===== src/rtl/sparse_frame_packer_if.sv =====
// Pair-input and packed-frame bus of the sparse frame packer.
// The slave modport is the packer's view; master is the surrounding environment.
interface sparse_frame_packer_if #(
  parameter int W = 8
);
  logic         in_valid;
  logic         in_ready;
  logic [W-1:0] in_data;
  logic [W-1:0] in_index;
  logic         in_last;

  logic         frame_valid;
  logic         frame_ready;
  logic [W-1:0] data_out0, data_out1, data_out2, data_out3, data_out4;
  logic [W-1:0] data_out5, data_out6, data_out7, data_out8;
  logic [W-1:0] index_out0, index_out1, index_out2, index_out3, index_out4;
  logic [W-1:0] index_out5, index_out6, index_out7, index_out8;
  logic [3:0]   frame_lanes;
  logic         err_oor;

  modport slave (
    input  in_valid, in_data, in_index, in_last, frame_ready,
    output in_ready, frame_valid,
    output data_out0, data_out1, data_out2, data_out3, data_out4,
    output data_out5, data_out6, data_out7, data_out8,
    output index_out0, index_out1, index_out2, index_out3, index_out4,
    output index_out5, index_out6, index_out7, index_out8,
    output frame_lanes, err_oor
  );

  modport master (
    output in_valid, in_data, in_index, in_last, frame_ready,
    input  in_ready, frame_valid,
    input  data_out0, data_out1, data_out2, data_out3, data_out4,
    input  data_out5, data_out6, data_out7, data_out8,
    input  index_out0, index_out1, index_out2, index_out3, index_out4,
    input  index_out5, index_out6, index_out7, index_out8,
    input  frame_lanes, err_oor
  );
endinterface


===== src/rtl/sparse_frame_packer.sv =====
// Packs a stream of (value, bin index) pairs into a fixed 9-lane frame for a
// downstream reorder-and-add; unused lanes read (0,0) so they add nothing.
module sparse_frame_packer #(
  parameter int LANES = 9,
  parameter int W     = 8
) (
  input logic                  clk,
  input logic                  rst_n,
  sparse_frame_packer_if.slave bus
);

  typedef enum logic {FILL, HOLD} state_t;

  localparam logic [3:0]   LAST_LANE = 4'(LANES - 1);
  localparam logic [W-1:0] MAX_INDEX = W'(LANES - 1);

  state_t       state, state_next;
  logic [3:0]   cnt;
  logic [3:0]   cnt_after;
  logic [W-1:0] lane_data  [LANES];
  logic [W-1:0] lane_index [LANES];
  logic         armed;
  logic         err_q;
  logic         in_ready_c;
  logic         frame_valid_c;
  logic [3:0]   frame_lanes_c;
  logic         accept;
  logic         legal;
  logic         close;
  logic         consume;

  assign accept    = bus.in_valid && in_ready_c;
  assign legal     = (bus.in_index <= MAX_INDEX);
  assign cnt_after = cnt + {3'b000, legal};
  // A frame closes when the last lane fills, or on in_last if at least one lane holds data.
  assign close     = accept && ((legal && cnt == LAST_LANE) || (bus.in_last && cnt_after != 4'd0));
  assign consume   = (state == HOLD) && bus.frame_ready;

  // NOTE: state and datapath registers use non-blocking assignments so every
  // flop samples pre-edge values regardless of process evaluation order.
  always_ff @(posedge clk or negedge rst_n) begin
    if (!rst_n) state <= FILL;
    else        state <= state_next;
  end

  // NOTE: every combinational output is given a default first, so no path
  // through the case leaves a variable unassigned and infers a latch.
  always_comb begin
    state_next = state;
    case (state)
      FILL:    if (close)           state_next = HOLD;
      HOLD:    if (bus.frame_ready) state_next = FILL;
      default:                      state_next = FILL;
    endcase
  end

  // armed keeps in_ready low while in reset and for the edge that releases it.
  always_comb begin
    in_ready_c    = 1'b0;
    frame_valid_c = 1'b0;
    frame_lanes_c = 4'd0;
    case (state)
      FILL: in_ready_c = armed;
      HOLD: begin
        frame_valid_c = 1'b1;
        frame_lanes_c = cnt;
      end
      default: ;
    endcase
  end

  // NOTE: the lane storage is only 9 entries and must read zero straight out of
  // reset, so it is reset like ordinary flops rather than treated as a RAM.
  always_ff @(posedge clk or negedge rst_n) begin
    if (!rst_n) begin
      armed <= 1'b0;
      err_q <= 1'b0;
      cnt   <= 4'd0;
      for (int i = 0; i < LANES; i++) begin
        lane_data[i]  <= '0;
        lane_index[i] <= '0;
      end
    end else begin
      armed <= 1'b1;
      if (consume) begin
        cnt <= 4'd0;
        for (int i = 0; i < LANES; i++) begin
          lane_data[i]  <= '0;
          lane_index[i] <= '0;
        end
      end else if (accept) begin
        if (legal) begin
          for (int i = 0; i < LANES; i++) begin
            if (cnt == 4'(i)) begin
              lane_data[i]  <= bus.in_data;
              lane_index[i] <= bus.in_index;
            end
          end
          cnt <= cnt_after;
        end else begin
          err_q <= 1'b1;
        end
      end
    end
  end

  assign bus.in_ready    = in_ready_c;
  assign bus.frame_valid = frame_valid_c;
  assign bus.frame_lanes = frame_lanes_c;
  assign bus.err_oor     = err_q;

  assign bus.data_out0 = lane_data[0];
  assign bus.data_out1 = lane_data[1];
  assign bus.data_out2 = lane_data[2];
  assign bus.data_out3 = lane_data[3];
  assign bus.data_out4 = lane_data[4];
  assign bus.data_out5 = lane_data[5];
  assign bus.data_out6 = lane_data[6];
  assign bus.data_out7 = lane_data[7];
  assign bus.data_out8 = lane_data[8];

  assign bus.index_out0 = lane_index[0];
  assign bus.index_out1 = lane_index[1];
  assign bus.index_out2 = lane_index[2];
  assign bus.index_out3 = lane_index[3];
  assign bus.index_out4 = lane_index[4];
  assign bus.index_out5 = lane_index[5];
  assign bus.index_out6 = lane_index[6];
  assign bus.index_out7 = lane_index[7];
  assign bus.index_out8 = lane_index[8];

  // A held frame never changes size until consumed, and never holds zero lanes.
  a_hold_stable: assert property (@(posedge clk) disable iff (!rst_n)
    (state == HOLD && !bus.frame_ready) |=> (state == HOLD && $stable(cnt)));
  a_hold_nonempty: assert property (@(posedge clk) disable iff (!rst_n)
    (state == HOLD) |-> (cnt != 4'd0));
  a_cnt_range: assert property (@(posedge clk) disable iff (!rst_n)
    cnt <= 4'(LANES));

endmodule

===== src/flat_wrapper.sv =====
// flat-port wrapper written by rule: the top's interface ports become plain ports
module sparse_frame_packer_flat 
#(
  parameter int LANES = 9,
  parameter int W     = 8
)
  (clk, rst_n, bus_in_valid, bus_in_data, bus_in_index, bus_in_last, bus_frame_ready, bus_in_ready, bus_frame_valid, bus_data_out0, bus_data_out1, bus_data_out2, bus_data_out3, bus_data_out4, bus_data_out5, bus_data_out6, bus_data_out7, bus_data_out8, bus_index_out0, bus_index_out1, bus_index_out2, bus_index_out3, bus_index_out4, bus_index_out5, bus_index_out6, bus_index_out7, bus_index_out8, bus_frame_lanes, bus_err_oor);
  sparse_frame_packer_if #(.W(W)) bus_i ();
  input logic clk;
  input logic rst_n;
  input wire logic [$bits(bus_i.in_valid)-1:0] bus_in_valid;
  input wire logic [$bits(bus_i.in_data)-1:0] bus_in_data;
  input wire logic [$bits(bus_i.in_index)-1:0] bus_in_index;
  input wire logic [$bits(bus_i.in_last)-1:0] bus_in_last;
  input wire logic [$bits(bus_i.frame_ready)-1:0] bus_frame_ready;
  output wire logic [$bits(bus_i.in_ready)-1:0] bus_in_ready;
  output wire logic [$bits(bus_i.frame_valid)-1:0] bus_frame_valid;
  output wire logic [$bits(bus_i.data_out0)-1:0] bus_data_out0;
  output wire logic [$bits(bus_i.data_out1)-1:0] bus_data_out1;
  output wire logic [$bits(bus_i.data_out2)-1:0] bus_data_out2;
  output wire logic [$bits(bus_i.data_out3)-1:0] bus_data_out3;
  output wire logic [$bits(bus_i.data_out4)-1:0] bus_data_out4;
  output wire logic [$bits(bus_i.data_out5)-1:0] bus_data_out5;
  output wire logic [$bits(bus_i.data_out6)-1:0] bus_data_out6;
  output wire logic [$bits(bus_i.data_out7)-1:0] bus_data_out7;
  output wire logic [$bits(bus_i.data_out8)-1:0] bus_data_out8;
  output wire logic [$bits(bus_i.index_out0)-1:0] bus_index_out0;
  output wire logic [$bits(bus_i.index_out1)-1:0] bus_index_out1;
  output wire logic [$bits(bus_i.index_out2)-1:0] bus_index_out2;
  output wire logic [$bits(bus_i.index_out3)-1:0] bus_index_out3;
  output wire logic [$bits(bus_i.index_out4)-1:0] bus_index_out4;
  output wire logic [$bits(bus_i.index_out5)-1:0] bus_index_out5;
  output wire logic [$bits(bus_i.index_out6)-1:0] bus_index_out6;
  output wire logic [$bits(bus_i.index_out7)-1:0] bus_index_out7;
  output wire logic [$bits(bus_i.index_out8)-1:0] bus_index_out8;
  output wire logic [$bits(bus_i.frame_lanes)-1:0] bus_frame_lanes;
  output wire logic [$bits(bus_i.err_oor)-1:0] bus_err_oor;
  assign bus_i.in_valid = bus_in_valid;
  assign bus_i.in_data = bus_in_data;
  assign bus_i.in_index = bus_in_index;
  assign bus_i.in_last = bus_in_last;
  assign bus_i.frame_ready = bus_frame_ready;
  assign bus_in_ready = bus_i.in_ready;
  assign bus_frame_valid = bus_i.frame_valid;
  assign bus_data_out0 = bus_i.data_out0;
  assign bus_data_out1 = bus_i.data_out1;
  assign bus_data_out2 = bus_i.data_out2;
  assign bus_data_out3 = bus_i.data_out3;
  assign bus_data_out4 = bus_i.data_out4;
  assign bus_data_out5 = bus_i.data_out5;
  assign bus_data_out6 = bus_i.data_out6;
  assign bus_data_out7 = bus_i.data_out7;
  assign bus_data_out8 = bus_i.data_out8;
  assign bus_index_out0 = bus_i.index_out0;
  assign bus_index_out1 = bus_i.index_out1;
  assign bus_index_out2 = bus_i.index_out2;
  assign bus_index_out3 = bus_i.index_out3;
  assign bus_index_out4 = bus_i.index_out4;
  assign bus_index_out5 = bus_i.index_out5;
  assign bus_index_out6 = bus_i.index_out6;
  assign bus_index_out7 = bus_i.index_out7;
  assign bus_index_out8 = bus_i.index_out8;
  assign bus_frame_lanes = bus_i.frame_lanes;
  assign bus_err_oor = bus_i.err_oor;
  sparse_frame_packer #(.LANES(LANES), .W(W)) u_core (.clk(clk), .rst_n(rst_n), .bus(bus_i));
endmodule

===== config.mk =====
export PLATFORM = sky130hd
export DESIGN_NAME = sparse_frame_packer_flat
export DESIGN_NICKNAME = d
export VERILOG_FILES = /design/src/rtl/sparse_frame_packer_if.sv /design/src/rtl/sparse_frame_packer.sv /design/src/flat_wrapper.sv
export SDC_FILE = /design/constraint.sdc
export NUM_CORES = 1
export LEC_CHECK = 0
export CAP_MARGIN = 10
export CORE_MARGIN = 10
export CORE_UTILIZATION = 53
export CTS_BUF_LIST = sky130_fd_sc_hd__clkbuf_8
export DETAILED_ROUTE_END_ITERATION = 16
export HOLD_SLACK_MARGIN = 0.03
export PLACE_DENSITY = 0.87
export SLEW_MARGIN = 10
export SYNTH_ARGS = -nofsm -noshare
export SYNTH_HDL_FRONTEND = slang
export SYNTH_SLANG_ARGS = --single-unit

===== constraint.sdc =====
create_clock -name clk -period 5.9 [get_ports clk]
set_input_delay 1.18 -clock clk [delete_from_list [all_inputs] [get_ports clk]]
set_output_delay 1.18 -clock clk [all_outputs]
set_load 0.1 [all_outputs]

Yosys cells after proc, flatten, opt, wreduce, memory -nomap -nowiden:

Cells that the tools add are included.

* register bits: 151
* bits in latches: 0
* RAM bits: 0
* memory bits (read-only): 0
* input port bits: 21
* output and inout bits: 151
* word-level logic and storage cells: 98
* memories kept: 0

* add/subtract/negate cells: 1
* multiply operators: 0
* div/mod/pow operators: 0
* $lt $le $gt $ge: 1
* eq/ne operators: 8
* shift operators: 0
* muxes and demuxes: 33
* bitwise logic cells: 3
* reduce and logical (&&, ||, !) cells: 30

Operator list (count)
* $mux W72: 6
* $mux W8: 18
* $reduce_and A3 Y1: 10
* $reduce_bool A2 Y1: 11
* $eq A4 B3 Y1 const B: 4
* $mux W4: 4
* $eq A4 B2 Y1 const B: 2
* $le A8 B4 Y1 const B: 1
* $logic_and A1 B1 Y1: 5
* $add A4 B1 Y4: 1
* $eq A4 B1 Y1 const B: 1
* $eq A4 B4 Y1 const B: 1
* $logic_not A4 Y1: 1
* $mux W1: 4
* $reduce_bool A4 Y1: 1
* $not A1 Y1: 3
* $pmux W1 S2: 1
* $reduce_and A2 Y1: 1
* $logic_or A1 B1 Y1: 1

Longest topological paths before layout:

Gate-level depths: netlist of run 1.

* depth in word-level cells: 8
* mapped depth: 8
* depth with buffers taken out: 7

Worst setup path before layout of run 1:

Ideal clock, no wire load.

* path type: reg-to-output
* start point: reg u_core.state
* end point: out bus_in_ready
* arrival time: 2.360 ns
* required time: 4.720 ns
* path slack: 2.360 ns
* cell stages (with the launch flop): 3
* path buffers: 1
* path through: dfrtp_1 clkbuf_1 nor2b_1

* word-level cells in the longest chain between the ends: 1

Ends and longest elaborated chain
* start: declaration: RTL line sparse_frame_packer.sv:17 `state_t state, state_next;`
* start signal: assignment: RTL line sparse_frame_packer.sv:43 `else state <= state_next;`
* $mux W1: RTL line sparse_frame_packer.sv:62 `case (state)`
* end: declaration: RTL line flat_wrapper.sv:16 `output wire logic [$bits(bus_i.in_ready)-1:0] bus_in_ready;`

Every way passes these cells.

Worst setup path in the final report of run 1:

* start point: reg u_core.cnt[3]
* end point: out bus_frame_lanes[3]

* word-level cells in the longest chain between the ends: 1

Ends and longest elaborated chain
* start: declaration: RTL line sparse_frame_packer.sv:18 `logic [3:0] cnt;`
* start signal: assignment: RTL line sparse_frame_packer.sv:99 `cnt <= cnt_after;`
* $mux W4: RTL line sparse_frame_packer.sv:62
* end: declaration: RTL line flat_wrapper.sv:36 `output wire logic [$bits(bus_i.frame_lanes)-1:0] bus_frame_lanes;`

Every way passes these cells.

==> run_results.csv, run 1 <==
group,metric,value,unit
setup_path,arrival,2430,ps
setup_path,cp-start-kind,"register",
final_layout,num_antenna_cells,0,
grt,grt_usage,22.1,%
setup_path,critPathTopFamily,"buffers and inverters",
grt,grt_max_degree,111,
logic_synthesis,synth_cell_types,43,
logic_synthesis,ys.flop_type,"dfrtp_1",
setup_path,cp.buffers_inverters,1,
drt,vias_per_cell,5.71,
clocking,cts_buffers,17,
power,switching_power,568,uW
final_layout,nets,697,
sta,finalHoldViolations,0,
setup_path,slowest_stage,"clkdlybuf4s50_1",
grt,grt_pass1_wl,28100,um
drt,drt-initial-drc-count,454,
die,die_h,128,um
die,die_w,128,um
hold_path,hold_path_end,"u_core.bus.index_out2[2]$_DFFE_PN0P_",
setup_path,path_class,"reg2out",
power,pwr-share-clk,43.1,%
logic_synthesis,syn_area,6140,sq um
clocking,cts_root_buffer,"clkbuf_8",
placement,port_buffers,171,
clocking,hold_buffers,0,
hold_path,hold_depth,2,
sta,max-slew-margin-rel,25.8,%
clocking,cts_resized,0,
sta,period_needed,3610,ps
power,power.density,266,nW/um^2
logic_synthesis,ys_warn_count,0,
drt,finalWirelength,18000,um
sta,setup_viol,0,
clocking,clk_pin_slew,80,ps
setup_path,cp_max_fo,15,
placement,placedInstanceArea,7830,sq um
drt,avgRoutedWirePerCell,21.7,um
setup_path,rr_worst_depth,4,
final_layout,fin_area,8310,sq um
logic_synthesis,synthTopCellsByArea,"dfrtp_1 (62%), mux2i_1 (9.1%), nand3_1 (4.4%), o21ai_0 (4.1%), and3_1 (3.8%)",
die,placeableCoreArea,11400,sq um
job,drv_cap,0,
die,fp-row-count,39,
grt,grt_pass1_vias,4854,
power,p_int,1640,uW
clocking,cts_tree,"done",
grt,antenna_found_initial,0,
setup_path,required,4720,ps
logic_synthesis,synth_top_area_share,61.6,%
final_layout,area_delta_synth_final,35.4,%
sta,finalCritPeriodShare,61.2,%
hold_path,min_from,"u_core.bus.index_out2[2]$_DFFE_PN0P_",
die,die-area,16300,sq um
logic_synthesis,yosysSeqAreaShare,61.6,%
drt,dr.pass1.iters,4,
clocking,htree_levels,4,
drt,drc,0,
clocking,clock_latency,470,ps
sta,max_freq,277,MHz
power,pwr-share-comb,9.1,%
final_layout,finish.utilization,73.1,%
drt,antenna_left,0,
power,leakage,0.00428,uW
power,seq_power_share,47.8,%
setup_path,r2r_start,"u_core.state$_DFF_PN0_",
setup_path,critPathMaxStageDelay,1150,ps
drt,vias,4740,
power,peakVddDrop,0.234,mV
setup_path,regToRegEndpoint,"u_core.bus.index_out6[2]$_DFFE_PN0P_",
setup_path,path_cells,"and2_1 > clkdlybuf4s50_1",
logic_synthesis,yosysTopAreaCell,"dfrtp_1",
clocking,cts_max_path_buffers,2,
sta,worstMarginPinSlew,1100,ps
logic_synthesis,synth_nets,546,
die,pin_count,172,
sta,slew_viol_final,0,
sta,hold-worst-slack,508,ps
clocking,clock-sinks,151,
placement,gp_congestion,0.865,
sta,skew,13.7,ps
sta,rsz0062_at_grt,"false",
logic_synthesis,netlist_instances,523,
run_status,outcome,"finished, final reports clean",
final_layout,drive_gt1_share,7.28,%
placement,dpl.hpwl,12500,um
setup_path,r2r_setup_slack,3450,ps
logic_synthesis,avgSynthCellArea,11.7,sq um
logic_synthesis,async_flop_share,100,%
logic_synthesis,synth-edff-count,0,
hold_path,holdCritPathClass,"reg2reg",
die,initial_core_util,54.0,%
setup_path,end_kind,"primary output",
sta,setup-tns-final,0,ps
clocking,postCtsSetupRepairBufs,0,
grt,grt_overflow,0,
logic_synthesis,synth_seq_cells,151,
power,swShare,25.8,%
[final cells by class]
type / instances / area, sq um
Fill cell: 793 / 3060
Timing Repair Buffer: 174 / 1740
Clock inverter: 15 / 250
Multi-Input combinational cell: 330 / 2130
Clock buffer: 17 / 234
Sequential cell: 151 / 3780
Tap cell: 143 / 179
[worst max path at each step]
stage / start / end / cells past startpoint / slack, ps
floorplan: u_core.state$_DFF_PN0_ / bus_in_ready / 2 / 2360
global placement: bus_in_index[2] / u_core.state$_DFF_PN0_ / 8 / 2210
CTS: u_core.cnt[2]$_DFFE_PN0P_ / bus_frame_lanes[2] / 2 / 2290
detailed placement: bus_in_index[6] / u_core.state$_DFF_PN0_ / 8 / 2110
finish: u_core.cnt[3]$_DFFE_PN0P_ / bus_frame_lanes[3] / 2 / 2290
global route: u_core.cnt[3]$_DFFE_PN0P_ / bus_frame_lanes[3] / 2 / 2200
[power groups by stage]
| stage | Sequential (uW) | Combinational [uW] | Clock [uW] |
|---|---|---|---|
| floorplan | 1170 | 33.2 | 0 |
| detailed placement | 1080 | 204 | 0 |
| global route | 1060 | 212 | 1000 |
| global placement | 1080 | 200 | 0 |
| CTS | 1060 | 204 | 958 |
| finish | 1050 | 202 | 951 |
[cell families (layout without fill, tap and decap cells)]
kind of cell             after synthesis  after routing  share of synthesized area [%]
flip-flops                           151            151                           61.6
other                                  1              1                         0.0611
multiplexers                          56             56                           9.13
buffers and inverters                 42            206                           3.71
AND/OR/NAND/NOR                      208            208                           19.4
adder cells (fa/ha/maj)                2              2                          0.408
AO/OA/AOI/OAI                         63             63                           5.69
[stage by stage]
stage | cells | setup slack, ps | total power, uW
2_1_floorplan | 523 | 2360 | 1200
3_3_place_gp | 798 | 2210 | 1280
3_5_place_dp | 798 | 2110 | 1280
4_1_cts | 830 | 2290 | 2220
5_1_grt | 830 | 2200 | 2270
6_report | 830 | 2290 | 2210
[metal layers]
metal  vias up  track usage, %  wire, um
met5         -               0         0
met4         0            7.02       242
met3        22            9.76      1960
met2       200            34.2      8540
met1      2397            27.3      7260
li1       2121               -         -
[synth_stat cells (2+ instances only)]
cell type,number
nor3_1,2
nand4_4,8
nor2_1,50
and3_1,37
nand2_1,32
and2_1,5
buf_1,5
nor3b_1,2
nor4b_1,2
nand3_1,54
clkbuf_2,2
o21ai_1,6
ha_1,2
nor2b_1,3
clkbuf_1,26
mux2i_1,56
buf_6,5
dfrtp_1,151
o21ai_0,50
and4_1,2
[cell usage in the layout (no fill, tap or decap), drive strengths merged, types with 2 or more instances in the layout]
cell type	n
bufinv	6
nor2	50
nor4b	2
nand2	33
clkbuf	17
clkinv	6
nor2b	3
nor3	2
and4	2
dfrtp	151
o21ai	56
buf	4
ha	2
mux2i	56
clkdlybuf4s50	170
nor3b	2
nand3	54
and3	37
and2	6
and3b	2
nand4	8
inv	3
nor4	2
[worst min-delay path: cells and delay by family, from the launching register on]
kind	cells	cell delay, ps
AO/OA/AOI/OAI	1	70
AND/OR/NAND/NOR	1	60
flip-flops	1	350
No activity file was read; power rests on OpenSTA's default activity.
==> run 2: changes to the inputs <==
--- a/config.mk
+++ b/config.mk
@@ -7,11 +7,11 @@
 export LEC_CHECK = 0
 export CAP_MARGIN = 10
 export CORE_MARGIN = 10
-export CORE_UTILIZATION = 53
+export CORE_UTILIZATION = 50
 export CTS_BUF_LIST = sky130_fd_sc_hd__clkbuf_8
 export DETAILED_ROUTE_END_ITERATION = 16
 export HOLD_SLACK_MARGIN = 0.03
-export PLACE_DENSITY = 0.87
+export PLACE_DENSITY = 0.83
 export SLEW_MARGIN = 10
 export SYNTH_ARGS = -nofsm -noshare
 export SYNTH_HDL_FRONTEND = slang
==> constraint.sdc (replaced) <==
create_clock -name clk -period 3.8 [get_ports clk]
set_input_delay 0.76 -clock clk [delete_from_list [all_inputs] [get_ports clk]]
set_output_delay 0.76 -clock clk [all_outputs]
set_load 0.1 [all_outputs]
==> run 2 against run 1 <==
Net effect: combinational power rose by 57%; worst setup slack got worse by 1400 ps; cell area shrank 0.68%; count of clock-buffer cells in the layout increased by 3; global-route usage fell by 1.4 points; via count is 0.82% lower; critical endpoint is now u_core.state$_DFF_PN0_; clock power increased by 26%; largest power group unchanged; first-iteration DRC count fell by 15%; highest routed layer unchanged; total power is 43% higher; routed wire length fell by 1.5%; register-to-register slack worse by 1800 ps; non-clock buffer count increased by 5.
==> run_results.csv, run 2 (synthesis gave the netlist of run 1 again) <==
group,metric,value,unit
sta,max_freq,338,MHz
setup_path,required,4130,ps
placement,gp_congestion,0.844,
clocking,cts_tree,"done",
clocking,cts_resized,0,
clocking,hold_buffers,0,
drt,vias_per_cell,5.61,
grt,grt_usage,20.7,%
clocking,htree_levels,4,
die,initial_core_util,51.1,%
placement,port_buffers,171,
setup_path,cpMostUsedCell,"ha_1",
final_layout,num_antenna_cells,0,
setup_path,end_kind,"register",
grt,grt_max_degree,109,
clocking,clock_latency,450,ps
die,fp-row-count,40,
placement,placedInstanceArea,7870,sq um
clocking,postCtsSetupRepairBufs,0,
die,pin_count,172,
sta,skew,9.41,ps
sta,worstMarginPinSlew,1050,ps
die,die-area,17100,sq um
grt,grt_pass1_vias,4878,
sta,hold-worst-slack,438,ps
drt,dr.pass1.iters,4,
setup_path,arrival,3290,ps
grt,antenna_found_initial,0,
power,peakVddDrop,0.304,mV
drt,vias,4701,
final_layout,finish.utilization,68.7,%
drt,antenna_left,0,
final_layout,layout_commonest_cell,"clkdlybuf4s50_1",
clocking,cts_max_path_buffers,2,
die,die_h,131,um
drt,drc,0,
setup_path,slowest_stage,"or4_2",
setup_path,cp-start-kind,"input pin",
clocking,cts_buffers,17,
drt,avgRoutedWirePerCell,21.2,um
drt,finalWirelength,17700,um
sta,slew_viol_final,0,
sta,setup_viol,0,
clocking,clk_pin_slew,80,ps
power,leakage,0.00429,uW
placement,dpl.hpwl,12400,um
sta,finalCritPeriodShare,77.9,%
final_layout,layout_common_cells,"clkdlybuf4s50_1 (164), dfrtp_1 (151), mux2i_1 (56)",
hold_path,holdCritPathClass,"in2async",
sta,max-slew-margin-rel,29.9,%
grt,grt_overflow,0,
final_layout,nets,702,
setup_path,cp_max_fo,4,
clocking,clock-sinks,151,
clocking,cts_root_buffer,"clkbuf_8",
final_layout,fin_area,8260,sq um
power,power.density,383,nW/um^2
sta,rsz0062_at_grt,"false",
sta,period_needed,2960,ps
job,drv_cap,0,
drt,drt-initial-drc-count,388,
final_layout,area_delta_synth_final,34.5,%
die,placeableCoreArea,12000,sq um
setup_path,path_cells,"clkdlybuf4s50_1 > or4_2 > nor2_1 > ha_1 > ha_1 > o211ai_1 > a211o_1 > a311o_1",
setup_path,critPathMaxStageDelay,710,ps
grt,grt_pass1_wl,27100,um
sta,finalHoldViolations,0,
die,die_w,131,um
setup_path,path_class,"in2reg",
final_layout,drive_gt1_share,8.39,%
sta,setup-tns-final,0,ps
run_status,outcome,"finished, final reports clean",
run 2: changes by cell type in the layout (fill, tap and decap cells not counted):
cell | previous run | this run
buf_4 | 3 | 13
bufinv_16 | 6 | 2
clkdlybuf4s50_1 | 170 | 164
inv_1 | 1 | 3
clkbuf_8 | 17 | 20
clkinv_4 | 5 | 0
clkinvlp_4 | 0 | 1
inv_6 | 2 | 1
nand2_4 | 0 | 1
buf_12 | 0 | 1
nand2_2 | 2 | 1
clkinv_2 | 1 | 4
run 2: power breakdown:
| group | total, uW | switching, uW | leakage [uW] | internal (uW) |
|---|---|---|---|---|
| combinational | 318 | 248 | 0.00198 | 70.1 |
| sequential | 1640 | 12.7 | 0.00210 | 1630 |
| clock | 1200 | 582 | 0.000208 | 622 |
| total | 3160 | 843 | 0.00429 | 2320 |
run 2: final timing paths:
kind                                                 startpoint                                   end  slack [ps]  cells after the start
min in group clk           u_core.bus.index_out0[0]$_DFFE_PN0P_  u_core.bus.index_out0[0]$_DFFE_PN0P_         500                      2
min reg2reg                u_core.bus.index_out0[0]$_DFFE_PN0P_  u_core.bus.index_out0[0]$_DFFE_PN0P_         500                      2
max reg2reg                           u_core.cnt[0]$_DFFE_PN0P_                u_core.state$_DFF_PN0_        1680                      5
max                                             bus_in_index[6]                u_core.state$_DFF_PN0_         840                      8
min                                                       rst_n  u_core.bus.index_out0[4]$_DFFE_PN0P_         440                      1
max in group asynchronous                                 rst_n  u_core.bus.index_out3[2]$_DFFE_PN0P_        2470                      2
run 2: critical path: cells and delay by family:
| kind | cells | cell delay, ps |
|---|---|---|
| simple gates | 2 | 910 |
| buf+inv | 1 | 460 |
| compound gates | 3 | 700 |
| fa+ha+maj | 2 | 450 |
run 2: per-layer routing:
layer	vias up	track usage [%]	wire length [um]
met5	-	0	0
met4	0	7.85	383
met3	30	9.51	1960
met2	202	31.6	7950
met1	2342	25.2	7430
li1	2127	-	-
run 2: cell type report:
| type | instances | area (sq um) |
|---|---|---|
| clock buffer | 20 | 275 |
| multi-input combinational | 330 | 2140 |
| timing repair buffer | 179 | 1770 |
| sequential | 151 | 3780 |
| fill | 889 | 3760 |
| clock inverter | 11 | 108 |
| tap | 147 | 184 |
run 2: stage by stage:
stage                     cells  power [uW]  setup slack [ps]
after floorplan             523        1860               680
after global placement      807        1980               520
after detailed placement    807        1990               376
after CTS                   838        3170               868
after global routing        838        3260               764
final                       838        3160               841
==> run 3: changes to the inputs <==
==> constraint.sdc (replaced) <==
create_clock -name clk -period 3.02 [get_ports clk]
set_input_delay 0.604 -clock clk [delete_from_list [all_inputs] [get_ports clk]]
set_output_delay 0.604 -clock clk [all_outputs]
set_load 0.1 [all_outputs]
==> run 3 against run 2 <==
Net effect: combinational power rose by 26%; critical path depth unchanged; non-clock buffer count rose by 12; worst setup slack got worse by 490 ps; global-route usage down 0.15 points; via count grew 1.7%; total power is 32% higher; final cell count is 1.6% higher; critical endpoint unchanged; largest cell class unchanged; largest power group unchanged; highest routed layer unchanged.
==> run_results.csv, run 3 (synthesis gave the netlist of run 1 again) <==
group,metric,value,unit
drt,drt-initial-drc-count,458,
sta,skew,8.58,ps
placement,port_buffers,171,
clocking,postCtsSetupRepairBufs,0,
placement,place_ws,-117,ps
die,fp-row-count,40,
run_status,outcome,"finished, final reports clean",
drt,drc,0,
final_layout,fin_area,8050,sq um
drt,vias_per_cell,5.62,
clocking,cts_max_path_buffers,2,
drt,avgRoutedWirePerCell,20.7,um
hold_path,holdCritPathClass,"in2async",
job,drv_cap,0,
sta,finalCritPeriodShare,88.5,%
clocking,htree_levels,4,
clocking,clock_latency,450,ps
power,leakage,0.00466,uW
final_layout,layout_commonest_cell,"buf_4",
clocking,clk_pin_slew,80,ps
sta,finalHoldViolations,0,
die,die-area,17100,sq um
setup_path,required,3360,ps
sta,worst_slack,346,ps
sta,rsz0062_at_grt,"false",
placement,gp_congestion,0.799,
sta,worstMarginPinSlew,771,ps
drt,antenna_left,0,
clocking,cts_root_buffer,"clkbuf_8",
die,placeableCoreArea,12000,sq um
placement,dpl.hpwl,12400,um
final_layout,finish.utilization,67.0,%
final_layout,area_delta_synth_final,31.1,%
drt,finalWirelength,17600,um
grt,antenna_found_initial,0,
sta,hold-worst-slack,207,ps
power,peakVddDrop,0.325,mV
die,die_h,131,um
setup_path,arrival,3010,ps
drt,dr.pass1.iters,5,
grt,grt_max_degree,87,
sta,max-slew-margin-rel,48.6,%
grt,grt_pass1_wl,26900,um
setup_path,cp_max_fo,4,
sta,period_needed,2670,ps
final_layout,num_antenna_cells,0,
final_layout,drive_gt1_share,31.0,%
clocking,cts_buffers,17,
setup_path,cp-start-kind,"input pin",
die,die_w,131,um
clocking,cts_resized,0,
drt,vias,4780,
clocking,clock-sinks,151,
die,pin_count,172,
setup_path,end_kind,"register",
grt,grt_pass1_vias,4779,
clocking,hold_buffers,0,
die,initial_core_util,51.1,%
final_layout,layout_common_cells,"buf_4 (170), dfrtp_1 (151), mux2i_1 (56)",
power,finalPower,4180,uW
setup_path,path_class,"in2reg",
sta,max_freq,374,MHz
power,power.density,519,nW/um^2
sta,slew_viol_final,0,
grt,grt_overflow,0,
final_layout,nets,714,
clocking,cts_tree,"done",
placement,placedInstanceArea,7600,sq um
sta,setup_viol,0,
grt,grt_usage,20.5,%
run 3: path summary, 6_finish.rpt:
check                                                    startpoint                                    to  slack, ps  cells after the start
worst max-delay path                                bus_in_index[6]                u_core.state$_DFF_PN0_        350                      8
worst min-delay path                                          rst_n  u_core.bus.index_out0[6]$_DFFE_PN0P_        210                      1
worst max register to register            u_core.cnt[0]$_DFFE_PN0P_                u_core.state$_DFF_PN0_        900                      5
worst min register to register  u_core.bus.data_out6[7]$_DFFE_PN0P_   u_core.bus.data_out6[7]$_DFFE_PN0P_        510                      2
max in group asynchronous                                     rst_n   u_core.bus.data_out3[6]$_DFFE_PN0P_       2020                      2
min in group clk                u_core.bus.data_out6[7]$_DFFE_PN0P_   u_core.bus.data_out6[7]$_DFFE_PN0P_        510                      2
run 3: where the power goes:
group | internal (uW) | switching [uW] | leakage (uW)
registers | 2050 | 16.4 | 0.00210
clock network | 964 | 754 | 0.000227
logic | 87.3 | 312 | 0.00234
run 3: final cells by class:
type                    instances  area (sq um)
clock buffers                  20           275
clock inverters                12           171
fillers                       915          3970
multi-input cells             330          2140
flip-flops and latches        151          3780
well taps                     147           184
repair buffers                191          1500
run 3: routing by layer:
| layer | track usage [%] | wire length (um) | vias to the layer above |
|---|---|---|---|
| met5 | 0 | 0 | - |
| li1 | - | - | 2159 |
| met4 | 7.13 | 293 | 0 |
| met3 | 8.74 | 1860 | 25 |
| met2 | 30.6 | 8090 | 199 |
| met1 | 26.3 | 7340 | 2397 |
run 3: critical path: stages:
cell and delay (ps):
clkdlybuf4s50_1 410, or4_2 690, nor2_1 160, ha_1 240, ha_1 210, o211ai_1 100
a211o_1 290, a311o_1 300
run 3: per-stage QoR:
| step | instances | setup TNS (ps) |
|---|---|---|
| floorplan | 523 | 0 |
| global placement | 819 | -35.1 |
| detailed placement | 819 | -117 |
| CTS | 851 | 0 |
| global route | 851 | 0 |
| finish | 851 | 0 |
